## src/rtl/fetch_pkg.sv

```systemverilog
// Shared types and defaults for the instruction-fetch stage.
package fetch_pkg;

  localparam int unsigned FETCH_XLEN    = 32;
  localparam logic [31:0] NOP_INSTR_DEF = 32'h0000_0013;
  localparam logic [31:0] RESET_PC_DEF  = 32'h0000_0000;

  typedef enum logic [1:0] {
    FETCH,
    WAIT,
    KILL
  } fetch_state_e;

  typedef struct packed {
    logic [FETCH_XLEN-1:0] instr;
    logic [FETCH_XLEN-1:0] pc;
    logic [FETCH_XLEN-1:0] pc_plus4;
    logic                  valid;
  } if_id_t;

endpackage

```

## src/rtl/fetch_stage_pipe_if.sv

```systemverilog
// Instruction-memory request/response handshake (req/gnt, then rvalid).
interface fetch_stage_pipe_if #(
  parameter int unsigned XLEN = 32
);
  logic            imem_req;
  logic [XLEN-1:0] imem_addr;
  logic            imem_gnt;
  logic            imem_rvalid;
  logic [XLEN-1:0] imem_rdata;

  modport master (output imem_req, imem_addr, input imem_gnt, imem_rvalid, imem_rdata);
  modport slave  (input imem_req, imem_addr, output imem_gnt, imem_rvalid, imem_rdata);
endinterface

```

## src/rtl/fetch_pc_gen.sv

```systemverilog
// Fetch PC register with redirect/increment next-PC selection.
module fetch_pc_gen #(
  parameter int unsigned     XLEN     = 32,
  parameter logic [XLEN-1:0] RESET_PC = '0
) (
  input  logic            clk,
  input  logic            rst,
  input  logic            redirect,
  input  logic [XLEN-1:0] target,
  input  logic            advance,
  output logic [XLEN-1:0] PCF
);

  always_ff @(posedge clk or posedge rst) begin
    if (rst)
      PCF <= RESET_PC;
    else if (redirect)
      PCF <= {target[XLEN-1:2], 2'b00};
    else if (advance)
      PCF <= PCF + XLEN'(4);
  end

endmodule

```

## src/rtl/fetch_stage_pipe.sv

```systemverilog
// Instruction-fetch stage: one outstanding imem request, 1-entry hold buffer, IF/ID register.
module fetch_stage_pipe
  import fetch_pkg::*;
#(
  parameter int unsigned     XLEN      = FETCH_XLEN,
  parameter logic [XLEN-1:0] RESET_PC  = XLEN'(RESET_PC_DEF),
  parameter logic [XLEN-1:0] NOP_INSTR = XLEN'(NOP_INSTR_DEF)
) (
  input  logic                clk,
  input  logic                rst,
  input  logic                PCSrcE,
  input  logic [XLEN-1:0]     PCTargetE,
  input  logic                StallF,
  input  logic                StallD,
  input  logic                FlushD,
  fetch_stage_pipe_if.master  imem,
  output logic [XLEN-1:0]     InstrD,
  output logic [XLEN-1:0]     PCD,
  output logic [XLEN-1:0]     PCPlus4D,
  output logic                ValidD,
  output logic [XLEN-1:0]     PCF
);

  localparam if_id_t BUBBLE = '{instr: FETCH_XLEN'(NOP_INSTR), pc: '0, pc_plus4: '0, valid: 1'b0};

  fetch_state_e    state;
  logic [XLEN-1:0] pendPc;
  if_id_t          holdQ;
  if_id_t          ifId;
  if_id_t          rspTuple;
  logic            req;
  logic            advance;
  logic            rsp;

  fetch_pc_gen #(
    .XLEN     (XLEN),
    .RESET_PC (RESET_PC)
  ) u_pc_gen (
    .clk      (clk),
    .rst      (rst),
    .redirect (PCSrcE),
    .target   (PCTargetE),
    .advance  (advance),
    .PCF      (PCF)
  );

  assign req     = !rst && (state == FETCH) && !StallF && !PCSrcE && !holdQ.valid;
  assign advance = req && imem.imem_gnt;
  // A response arriving together with a redirect belongs to the old path.
  assign rsp     = (state == WAIT) && imem.imem_rvalid && !PCSrcE;

  assign imem.imem_req  = req;
  assign imem.imem_addr = PCF;

  always_comb begin
    rspTuple          = BUBBLE;
    rspTuple.instr    = FETCH_XLEN'(imem.imem_rdata);
    rspTuple.pc       = FETCH_XLEN'(pendPc);
    rspTuple.pc_plus4 = FETCH_XLEN'(pendPc + XLEN'(4));
    rspTuple.valid    = 1'b1;
  end

  always_ff @(posedge clk or posedge rst) begin
    if (rst) begin
      state  <= FETCH;
      pendPc <= '0;
    end else begin
      case (state)
        FETCH: if (advance) begin
          pendPc <= PCF;
          state  <= WAIT;
        end
        WAIT: begin
          if (imem.imem_rvalid)
            state <= FETCH;
          else if (PCSrcE)
            state <= KILL;
        end
        KILL: if (imem.imem_rvalid) state <= FETCH;
        default: state <= FETCH;
      endcase
    end
  end

  // The buffer is drained only without a redirect: its contents are younger than the branch.
  always_ff @(posedge clk or posedge rst) begin
    if (rst) begin
      ifId  <= BUBBLE;
      holdQ <= BUBBLE;
    end else begin
      if (FlushD)
        ifId <= BUBBLE;
      else if (!StallD) begin
        if (holdQ.valid && !PCSrcE)
          ifId <= holdQ;
        else if (rsp)
          ifId <= rspTuple;
        else
          ifId <= BUBBLE;
      end

      if (FlushD || PCSrcE || !StallD)
        holdQ <= BUBBLE;
      else if (rsp)
        holdQ <= rspTuple;
    end
  end

  assign InstrD   = XLEN'(ifId.instr);
  assign PCD      = XLEN'(ifId.pc);
  assign PCPlus4D = XLEN'(ifId.pc_plus4);
  assign ValidD   = ifId.valid;

endmodule

```

## src/flat_wrapper.sv

```systemverilog
// flat-port wrapper written by rule: the top's interface ports become plain ports
module fetch_stage_pipe_flat import fetch_pkg::*;
#(
  parameter int unsigned     XLEN      = FETCH_XLEN,
  parameter logic [XLEN-1:0] RESET_PC  = XLEN'(RESET_PC_DEF),
  parameter logic [XLEN-1:0] NOP_INSTR = XLEN'(NOP_INSTR_DEF)
)
  (clk, rst, PCSrcE, PCTargetE, StallF, StallD, FlushD, InstrD, PCD, PCPlus4D, ValidD, PCF, imem_imem_req, imem_imem_addr, imem_imem_gnt, imem_imem_rvalid, imem_imem_rdata);
  fetch_stage_pipe_if #(.XLEN(XLEN)) imem_i ();
  input  logic clk;
  input  logic rst;
  input  logic PCSrcE;
  input  logic [XLEN-1:0] PCTargetE;
  input  logic StallF;
  input  logic StallD;
  input  logic FlushD;
  output logic [XLEN-1:0] InstrD;
  output logic [XLEN-1:0] PCD;
  output logic [XLEN-1:0] PCPlus4D;
  output logic ValidD;
  output logic [XLEN-1:0] PCF;
  output wire logic [$bits(imem_i.imem_req)-1:0] imem_imem_req;
  output wire logic [$bits(imem_i.imem_addr)-1:0] imem_imem_addr;
  input wire logic [$bits(imem_i.imem_gnt)-1:0] imem_imem_gnt;
  input wire logic [$bits(imem_i.imem_rvalid)-1:0] imem_imem_rvalid;
  input wire logic [$bits(imem_i.imem_rdata)-1:0] imem_imem_rdata;
  assign imem_imem_req = imem_i.imem_req;
  assign imem_imem_addr = imem_i.imem_addr;
  assign imem_i.imem_gnt = imem_imem_gnt;
  assign imem_i.imem_rvalid = imem_imem_rvalid;
  assign imem_i.imem_rdata = imem_imem_rdata;
  fetch_stage_pipe #(.XLEN(XLEN), .RESET_PC(RESET_PC), .NOP_INSTR(NOP_INSTR)) u_core (.clk(clk), .rst(rst), .PCSrcE(PCSrcE), .PCTargetE(PCTargetE), .StallF(StallF), .StallD(StallD), .FlushD(FlushD), .imem(imem_i), .InstrD(InstrD), .PCD(PCD), .PCPlus4D(PCPlus4D), .ValidD(ValidD), .PCF(PCF));
endmodule
```

## config.mk

```make
export PLATFORM = sky130hd
export DESIGN_NAME = fetch_stage_pipe_flat
export DESIGN_NICKNAME = d
export VERILOG_FILES = /design/src/rtl/fetch_pkg.sv /design/src/rtl/fetch_stage_pipe_if.sv /design/src/rtl/fetch_pc_gen.sv /design/src/rtl/fetch_stage_pipe.sv /design/src/flat_wrapper.sv
export SDC_FILE = /design/constraint.sdc
export NUM_CORES = 1
export LEC_CHECK = 0
export BUFFER_PORTS_ARGS = -buffer_cell sky130_fd_sc_hd__buf_2
export CAP_MARGIN = 40
export CORE_MARGIN = 10
export CORE_UTILIZATION = 50
export CTS_CLUSTER_SIZE = 10
export DETAILED_ROUTE_END_ITERATION = 6
export PLACE_DENSITY = 0.77
export SLEW_MARGIN = 40
export SYNTH_ARGS = -nofsm -noshare
export SYNTH_HDL_FRONTEND = slang
export SYNTH_SLANG_ARGS = --single-unit
```

## constraint.sdc

```tcl
create_clock -name clk -period 7.6 [get_ports clk]
set_input_delay 0.76 -clock clk [delete_from_list [all_inputs] [get_ports clk]]
set_output_delay 0.76 -clock clk [all_outputs]
set_load 0.01 [all_outputs]
```

**Word level (Yosys, flattened, before mapping)**

Cells that the tools add are included.
Widths: inputs -> output; s select.

- Add/subtract/negate cells: 2
- Eq/ne operators: 6
- Multiplexer cells: 13
- Reductions and logical operators: 20

Operator list:

| kind | count |
|---|---|
| $mux 97 | 6 |
| $add 32x3->32 const B | 2 |
| $mux 32 | 2 |
| $logic_and 1x1->1 | 8 |
| $mux 2 | 4 |
| $pmux 2 s3 | 1 |
| $logic_not 1->1 | 5 |
| $ne 2x1->1 const B | 2 |
| $reduce_bool 2->1 | 2 |
| $ne 3x3->1 const B | 1 |
| $reduce_and 3->1 | 1 |
| $eq 2x1->1 const B | 1 |
| $eq 2x2->1 const B | 1 |
| $logic_not 2->1 | 1 |
| $logic_or 1x1->1 | 2 |
| $ne 2x2->1 const B | 1 |
| $reduce_and 2->1 | 1 |

- Bits in registers: 260
- Input bits: 72
- Output and inout port bits: 162
- Logic and storage cells: 52

**Depth between registers and ports, before layout**

Gate-level depths: netlist (run 1).

- Depth in word-level cells: 8
- Gate-level depth with buffers: 7
- Depth with buffers taken out: 6

**By module**

From an unflattened synthesis (run 1), not the netlist that was laid out.

- Cells, all modules: 1204
- Area, all modules: 12036.5 µm²

Modules (own cells, without submodules):

| module | times used | cells an instance | area each (µm²) | seq. area each (µm²) |
|---|---|---|---|---|
| fetch_stage_pipe | 1 | 1007 | 10248.6 | 5612.9 |
| fetch_pc_gen | 1 | 197 | 1788.0 | 750.7 |

**Least setup slack after synthesis (run 1)**

No wires, ideal clock.

- Path type: in2reg
- Start point: input port rst
- End point: register u_core.u_pc_gen.PCF[21]
- Setup time: 0.070 ns
- Arrival: 1.986 ns
- Data required time: 7.530 ns
- Path slack: 5.545 ns
- Cell stages on the path: 6
- Buffers on the path: 1
- Cells stage by stage: nor4_2 and3_1 buf_2 nand2_1 or4_1 nand3_1

- Word-level cells in the longest chain between the ends: 7

Ends and longest elaborated chain:

| item | RTL line | source |
|---|---|---|
| start, declared | flat_wrapper.sv:11 | `input logic rst;` |
| $logic_not 1->1 | fetch_stage_pipe.sv:47 | `assign req = !rst && (state == FETCH) && !StallF && !PCSrcE && !holdQ.valid;` |
| $logic_and 1x1->1 (4 in a row) | fetch_stage_pipe.sv:47 |  |
| $logic_and 1x1->1 | fetch_stage_pipe.sv:48 | `assign advance = req && imem.imem_gnt;` |
| $reduce_bool 2->1 (no line) | -- |  |
| end signal, assigned | fetch_pc_gen.sv:18 | `PCF <= {target[XLEN-1:2], 2'b00};` |
| end signal, assigned | fetch_pc_gen.sv:20 | `PCF <= PCF + XLEN'(4);` |
| end, declared | fetch_pc_gen.sv:11 | `output logic [XLEN-1:0] PCF` |

Every way passes these cells.
A chain may end at the register's enable or synchronous reset.

**Worst setup path in the final report (run 1)**

- Start point: input port StallD
- End point: register u_core.holdQ[91] in the netlist's numbering

- Word-level cells in the longest chain between the ends: 3
- Elaborated cells on any way between the ends: 4
- Those cells by class: mux (1); reduce/logical (3)

Ends and longest elaborated chain:

| item | RTL line | source |
|---|---|---|
| start, declared | flat_wrapper.sv:15 | `input logic StallD;` |
| $logic_not 1->1 (*) | -- |  |
| $logic_or 1x1->1 (*) | fetch_stage_pipe.sv:102 | `if (FlushD \|\| PCSrcE \|\| !StallD)` |
| $mux 97 / $reduce_bool 2->1 (equally long branches) | -- |  |
| end signal, assigned | fetch_stage_pipe.sv:105 | `holdQ <= rspTuple;` |
| end, declared | fetch_stage_pipe.sv:28 | `if_id_t holdQ;` |

Every way passes the cells marked *; elsewhere a longest branch is shown, timed or not.

==> results.rst, run 1 <==
.. list-table::
   :header-rows: 1

   * - Metric
     - Value
   * - Warnings from Yosys
     - 0
   * - Final instance area
     - 13360 um^2
   * - Total wirelength of the detailed-routed design
     - 31980 um
   * - Number of I/O pins
     - 234
   * - Number of max-capacitance violations reported
     - 0
   * - Net count, final
     - 1355
   * - Avg Inst Size Synth
     - 10.17 um^2
   * - Core box area
     - 22640 um^2
   * - PortBufs
     - 227
   * - Gate power share
     - 10.5%
   * - Global-route wire length before repair
     - 50990 um
   * - Switch share
     - 27.22%
   * - Power density cells
     - 227.9 nW/um^2
   * - Maximum number of pins on one net before global-route repair
     - 108
   * - Via count of the routed design
     - 9462
   * - Number of library cell types mapped by synthesis
     - 59
   * - CTS resizes
     - 0
   * - Most numerous cell types in the synthesized netlist
     - 243 x sky130_fd_sc_hd__dfrtp_1, 182 x sky130_fd_sc_hd__nand2_1, 82 x sky130_fd_sc_hd__o21ai_0
   * - Clock tree from TritonCTS
     - yes
   * - Layout overhead on the synthesized area
     - 16.22%
   * - Number of flops mapped to enable cells by yosys
     - 0
   * - Run status
     - complete, no violations
   * - Net switching power
     - 829.0 uW
   * - TNS Setup
     - 0 ps
   * - Die height
     - 171.6 um
   * - Post-route clock period utilization
     - 38.37%
   * - Setup repair after global routing missed its margin
     - false
   * - Minimum clock period
     - 2916 ps
   * - Start point of the critical path
     - StallD
   * - DRC errors left
     - 0
   * - Die Wd
     - 171.6 um
   * - Initial Util
     - 50.78%
   * - Worst slew slack as a fraction of its limit
     - 39.53%
   * - Sinks on Clock Net
     - 249
   * - Smallest setup slack after layout
     - 4684 ps
   * - Detail Route Antenna Nets
     - 0
   * - Core Util, Final
     - 59.02%
   * - Site Rows
     - 55
   * - Final routed wire length divided by cell count
     - 20.21 um
   * - Worst setup path category
     - in2reg
   * - Non-Filler Instances
     - 1582
   * - Antenna violations before repair
     - 0
   * - First-pass iteration count of the detailed router
     - 5
   * - Post-placement cell area
     - 12530 um^2
   * - Buffer depth of the longest clock path
     - 3
   * - Number of global-route vias before repair
     - 9445
   * - Final count of negative-setup-slack endpoints
     - 0
   * - Static leakage
     - 6.267 nW
   * - Master cell of the clock root buffer
     - sky130_fd_sc_hd__clkbuf_16
   * - Total die area
     - 29460 um^2
   * - Max Slew Vio Count
     - 0
   * - Power share of the sequential group
     - 49.5%
   * - Placed Instances
     - 1534
   * - Diodes inserted
     - 0
   * - DRC marker count from the first detailed-route iteration
     - 808
   * - Hpwl dp
     - 21070 um
   * - Internal power
     - 2.217 mW
   * - Top-count cell post-synth
     - sky130_fd_sc_hd__dfrtp_1
   * - Max VDD drop
     - 143.8 uV
   * - Top flip-flop cell by instance count after synthesis
     - sky130_fd_sc_hd__dfrtp_1
   * - Global placer's final weighted congestion
     - 0.8410
   * - All-Layer GR Usage
     - 21.15%
   * - Worst setup slack before clock tree synthesis
     - 4176 ps
   * - Most area-hungry cell type in the Yosys netlist
     - sky130_fd_sc_hd__dfrtp_1
   * - Required time reported for the critical path endpoint
     - 8050 ps
   * - Crit. End Element
     - flop
   * - Post-route clock skew
     - 12.65 ps
   * - Largest cells by area after synthesis
     - sky130_fd_sc_hd__dfrtp_1 53%, sky130_fd_sc_hd__nand2_1 5.9%, sky130_fd_sc_hd__a22o_1 4.3%, sky130_fd_sc_hd__o21ai_0 3.6%, sky130_fd_sc_hd__mux2i_1 3.0%
   * - Ys async rst share
     - 100.0%
   * - Area share of the leading cell type in the synthesized netlist
     - 52.89%
   * - Cell count after synthesis
     - 1131
   * - Worst hold margin
     - 181.3 ps
   * - Count of final hold-check violations
     - 0
   * - Clock-pin slew on the worst setup and hold paths
     - 60 ps
   * - Number of register bits inferred by synthesis
     - 249
   * - Worst R2R Start
     - u_core.state[0]$_DFFE_PP0P_
   * - Number of fillers in the final layout
     - 1965
   * - Largest fanout on the critical path
     - 58
   * - Arrival @ worst endpoint
     - 3370 ps
   * - Cell area after synthesis
     - 11500 um^2
   * - Class of the tightest hold or removal check
     - in2async
   * - Share of synthesized area occupied by flip-flops and latches
     - 54.26%
   * - Post-CTS setup repair buffer count
     - 0
   * - Fraction of layout cells with a size suffix above 1
     - 23.52%
   * - Vias per cell
     - 5.981
   * - Total Power Consumption
     - 3.046 mW
   * - TritonCTS buffer count
     - 29
   * - Gr ovfl total
     - 0
   * - Number of levels the H-tree was split into
     - 1
   * - Clk Latency, worst-skew pair
     - 530 ps
   * - Transition at the pin with the smallest max-transition slack
     - 894.9 ps
   * - Number of buffers inserted by hold repair at cts
     - 0
   * - Kind of start point of the critical path
     - input pin
   * - Clock Power Share
     - 40.0%
   * - Max Clk Rate
     - 0.3429 GHz
==> cell families after synthesis <==
family	count (synthesis)	share of synthesized area, %
compound gates	283	17.02
xor+xnor	28	2.133
fa+ha+maj	2	0.2176
buf+inv	140	6.072
flops	249	54.26
mux	35	3.047
other cells	1	0.03262
simple gates	393	17.22
==> metal layers <==
layer / GRT usage, % / up-vias / part of all wire (%)
met4: 4.423 / 0 / 1.4
met1: 29.93 / 4677 / 45
met2: 32.67 / 431 / 45
met5: 0 / - / 0
li1: - / 4316 / -
met3: 4.584 / 38 / 8.6
==> registers in the layout (all words and copies together), names as in the netlist <==
name and flops:
u_core.state 2, u_core.u_pc_gen.PCF 30, u_core.PCPlus4D 31, u_core.pendPc 30, u_core.ValidD 1, u_core.InstrD 32, u_core.PCD 30, u_core.holdQ 93
==> placed cells by master (no fill, tap or decap), types with 4 or more instances in the layout <==
cell and instances:
sky130_fd_sc_hd__nand4_1 12, sky130_fd_sc_hd__or4_1 5, sky130_fd_sc_hd__nor3_2 5, sky130_fd_sc_hd__or3_1 6
sky130_fd_sc_hd__dfstp_2 6, sky130_fd_sc_hd__nand2b_1 4, sky130_fd_sc_hd__conb_1 4, sky130_fd_sc_hd__nand2_1 181
sky130_fd_sc_hd__xnor2_1 21, sky130_fd_sc_hd__o311ai_0 4, sky130_fd_sc_hd__a22o_1 56, sky130_fd_sc_hd__clkbuf_16 29
sky130_fd_sc_hd__mux2i_1 35, sky130_fd_sc_hd__dfrtp_1 243, sky130_fd_sc_hd__o311ai_1 4, sky130_fd_sc_hd__and2_1 5
sky130_fd_sc_hd__a31oi_1 5, sky130_fd_sc_hd__nor2_1 31, sky130_fd_sc_hd__nand3_1 32, sky130_fd_sc_hd__o21ai_1 26
sky130_fd_sc_hd__and4_1 5, sky130_fd_sc_hd__a21oi_1 13, sky130_fd_sc_hd__nor2b_1 31, sky130_fd_sc_hd__buf_2 227
sky130_fd_sc_hd__and3_1 4, sky130_fd_sc_hd__clkbuf_1 17, sky130_fd_sc_hd__a22oi_1 27, sky130_fd_sc_hd__o22a_1 6
sky130_fd_sc_hd__nor3_1 45, sky130_fd_sc_hd__o21ai_0 82, sky130_fd_sc_hd__o211ai_1 10, sky130_fd_sc_hd__xor2_1 7
sky130_fd_sc_hd__inv_1 14, sky130_fd_sc_hd__a221oi_1 33, sky130_fd_sc_hd__a221o_1 4, sky130_fd_sc_hd__buf_4 9
==> critical path, cell delays in order <==
cell	delay [ps]
sky130_fd_sc_hd__buf_2	480
sky130_fd_sc_hd__nand2b_1	510
sky130_fd_sc_hd__nor3_4	660
sky130_fd_sc_hd__buf_4	670
sky130_fd_sc_hd__a22o_1	260
==> power by group through the flow <==
stage | Clock (mW) | Sequential [mW] | Combinational (mW)
after detailed placement | 0 | 1.53 | 0.320
after floorplan | 0 | 1.48 | 0.236
final | 1.22 | 1.51 | 0.319
after global placement | 0 | 1.52 | 0.313
after CTS | 1.23 | 1.50 | 0.322
after global routing | 1.30 | 1.52 | 0.356
==> path summary, 6_finish.rpt <==
path / depth (start not counted) / slack (ps) / endpoint
worst max register to register: 6 / 5010 / u_core.u_pc_gen.PCF[6]$_DFFE_PP0P_
worst min-delay path: 2 / 180 / u_core.u_pc_gen.PCF[24]$_DFFE_PP0P_
max in group asynchronous: 4 / 6050 / u_core.PCPlus4D[11]$_DFFE_PP0P_
worst min register to register: 2 / 470 / u_core.ValidD$_DFFE_PP0P_
worst max-delay path: 5 / 4680 / u_core.holdQ[91]$_DFFE_PP0P_
min in group clk: 2 / 440 / u_core.u_pc_gen.PCF[19]$_DFFE_PP0P_
==> layout make-up <==
cell class | count | area [um^2] | area share (%)
inverter | 16 | 67.56 | 0.5057
tap | 285 | 356.6 | 2.669
timing repair buffer | 240 | 1265 | 9.467
clock buffer | 47 | 803.3 | 6.012
multi-input combinational | 745 | 4631 | 34.66
sequential | 249 | 6238 | 46.69
No activity file was read; power rests on OpenSTA's default activity.
==> run 2, diff against run 1 <==
clock period = 2.5 ns   (was 7.6 ns; I/O delays follow)
==> run 2 against run 1 <==
Cell count increased by 4.7%. Sequential share of layout area decreased by 2.6 points. Critical path type is now reg2reg. Sequential power increased to 3.0 times the previous value. Largest power group unchanged. Clock power increased to 3.0 times the previous value. Routed wire length increased by 2.1%. Highest routed layer unchanged. Via count increased by 2.7%. Global-route usage increased by 0.79 points. Combinational power increased to 3.4 times the previous value. Sequential cell count unchanged.
==> results.rst, run 2 (synthesis gave the netlist of run 1 again) <==
.. list-table::
   :header-rows: 1

   * - Metric
     - Value
   * - Post-route clock period utilization
     - 84.25%
   * - Clock tree from TritonCTS
     - yes
   * - TritonCTS buffer count
     - 29 (unchanged)
   * - Gr ovfl total
     - 0 (unchanged)
   * - Number of levels the H-tree was split into
     - 1 (unchanged)
   * - Buffer depth of the longest clock path
     - 3 (unchanged)
   * - Number of I/O pins
     - 234 (unchanged)
   * - Flip-flop count of the largest register, all copies and words added
     - 93 (unchanged)
   * - Vias per cell
     - 5.865 (-1.9%)
   * - Crit. End Element
     - flop
   * - Core Util, Final
     - 62.51% (+3.5 points)
   * - Largest fanout on the critical path
     - 8 (-86%)
   * - Hpwl dp
     - 21860 um (+3.7%)
   * - Arrival @ worst endpoint
     - 2560 ps (-810 ps)
   * - Layout overhead on the synthesized area
     - 23.09%
   * - Register containing the most flip-flops in the final layout
     - u_core.holdQ
   * - Count of final hold-check violations
     - 0 (unchanged)
   * - Final count of negative-setup-slack endpoints
     - 0 (unchanged)
   * - Worst path most repeated cell
     - sky130_fd_sc_hd__nand3_1
   * - Run status
     - complete, no violations
   * - Max Clk Rate
     - 0.4748 GHz
   * - Worst setup path category
     - reg2reg
   * - Worst hold margin
     - 38.66 ps (-142.7 ps)
   * - Top library cells by usage in the layout, fill and taps aside
     - 243 x sky130_fd_sc_hd__dfrtp_1, 227 x sky130_fd_sc_hd__buf_2, 182 x sky130_fd_sc_hd__nand2_1
   * - Net count, final
     - 1433 (+5.8%)
   * - Post-placement cell area
     - 12760 um^2 (+1.8%)
   * - Master cell of the clock root buffer
     - sky130_fd_sc_hd__clkbuf_16
   * - Kind of start point of the critical path
     - flop
   * - Minimum clock period
     - 2106 ps
   * - Clock-pin slew on the worst setup and hold paths
     - 60 ps (about the same)
   * - Fraction of layout cells with a size suffix above 1
     - 23.83% (+0.32 points)
   * - Max Slew Vio Count
     - 0 (unchanged)
   * - Antenna violations before repair
     - 0 (unchanged)
   * - All-Layer GR Usage
     - 21.94% (+0.79 points)
   * - Detail Route Antenna Nets
     - 0 (unchanged)
   * - Final routed wire length divided by cell count
     - 19.70 um (-2.6%)
   * - PortBufs
     - 227 (unchanged)
   * - Slowest cell on crit path
     - sky130_fd_sc_hd__dfrtp_1
   * - Final instance area
     - 14150 um^2 (+5.9%)
   * - Most common library cell in the layout ignoring fill and taps
     - sky130_fd_sc_hd__dfrtp_1
   * - Setup repair after global routing missed its margin
     - false
   * - Site Rows
     - 55 (unchanged)
   * - DRC marker count from the first detailed-route iteration
     - 957 (+18%)
   * - Number of max-capacitance violations reported
     - 0 (unchanged)
   * - Total wirelength of the detailed-routed design
     - 32640 um (+2.1%)
   * - Post-route clock skew
     - 9.171 ps (-3.478 ps)
   * - Via count of the routed design
     - 9718 (+2.7%)
   * - Core box area
     - 22640 um^2 (unchanged)
   * - Initial Util
     - 50.78% (unchanged)
   * - Ordered list of cells on the worst path
     - ha_1 -> nand3_1 -> nor2_1 -> nand3_1 -> or4_1 -> nand3_1
   * - Number of global-route vias before repair
     - 9740 (+3.1%)
   * - Maximum number of pins on one net before global-route repair
     - 74 (-31%)
   * - Clk Latency, worst-skew pair
     - 530 ps (about the same)
   * - Required time reported for the critical path endpoint
     - 2950 ps (-5100 ps)
   * - Die Wd
     - 171.6 um (unchanged)
   * - Transition at the pin with the smallest max-transition slack
     - 776.9 ps (-118.0 ps)
   * - DRC errors left
     - 0 (unchanged)
   * - Sinks on Clock Net
     - 249 (unchanged)
   * - Class of the tightest hold or removal check
     - in2reg
   * - First-pass iteration count of the detailed router
     - 5 (unchanged)
   * - Slowest Stage Delay on Critical Path
     - 490 ps (-180 ps)
   * - Global-route wire length before repair
     - 52720 um (+3.4%)
   * - Total die area
     - 29460 um^2 (unchanged)
   * - Power density cells
     - 663.7 nW/um^2 (+190%)
   * - Static leakage
     - 6.630 nW (+5.8%)
   * - Die height
     - 171.6 um (unchanged)
   * - Max VDD drop
     - 424.3 uV (+190%)
   * - Global placer's final weighted congestion
     - 0.8667 (+3.1%)
   * - Diodes inserted
     - 0 (unchanged)
   * - Worst slew slack as a fraction of its limit
     - 48.08% (+8.6 points)
==> run 2: timing repair <==
action | 4_1_cts | 5_1_grt
setup buffers | 0 | 0
gates resized for setup | 0 | 0
hold endpoints to repair | 77 | 0
hold buffers | 58 | 0
==> run 2: per-layer routing <==
metal	share of wire (%)	global-route usage [%]	vias to the layer above
met1	43	30.51	4754
met4	2.3	6.200	0
li1	-	-	4462
met2	46	33.76	446
met5	0	0	-
met3	8.8	4.790	56
==> run 2: layout make-up <==
| type | count | area [um^2] |
|---|---|---|
| fill | 1799 | 8488 |
| sequential | 249 | 6238 |
| multi-input combinational | 745 | 4621 |
| timing repair buffer | 318 | 2059 |
| clock buffer | 43 | 808.3 |
| tap | 285 | 356.6 |
| inverter | 16 | 63.81 |
| clock inverter | 1 | 5.005 |
==> run 2: path summary, 6_finish.rpt <==
path	to	cells past startpoint	from	slack, ps
max	u_core.u_pc_gen.PCF[28]$_DFFE_PP0P_	6	u_core.u_pc_gen.PCF[2]$_DFFE_PP0P_	390
min	u_core.u_pc_gen.PCF[24]$_DFFE_PP0P_	4	PCTargetE[24]	40
max reg2reg	u_core.u_pc_gen.PCF[28]$_DFFE_PP0P_	6	u_core.u_pc_gen.PCF[2]$_DFFE_PP0P_	390
min reg2reg	u_core.ValidD$_DFFE_PP0P_	2	u_core.ValidD$_DFFE_PP0P_	470
max in group asynchronous	u_core.holdQ[69]$_DFFE_PP1P_	4	rst	1360
min in group asynchronous	u_core.pendPc[26]$_DFFE_PP0P_	3	rst	360
==> run 2: worst max-delay path: cells and delay by family, from the launching register on <==
kind,cells,cell delay (ps)
and+or+nand+nor,5,1310
DFF,1,490
adders and majority gates,1,240
==> run 2: through the flow <==
step	total power [mW]	cells	setup slack (ps)	TNS, ps
2_1_floorplan	5.231	1134	-1019	-248530
3_3_place_gp	5.616	1554	379.6	0
3_5_place_dp	5.655	1555	437.0	0
4_1_cts	9.452	1657	410.4	0
5_1_grt	9.780	1657	206.7	0
6_report	9.393	1657	393.9	0
==> run 2: report_power, final <==
part / internal, mW / switching [mW] / total (mW)
logic: 0.448 / 0.650 / 1.10
registers: 4.22 / 0.350 / 4.57
clock network: 2.19 / 1.53 / 3.72
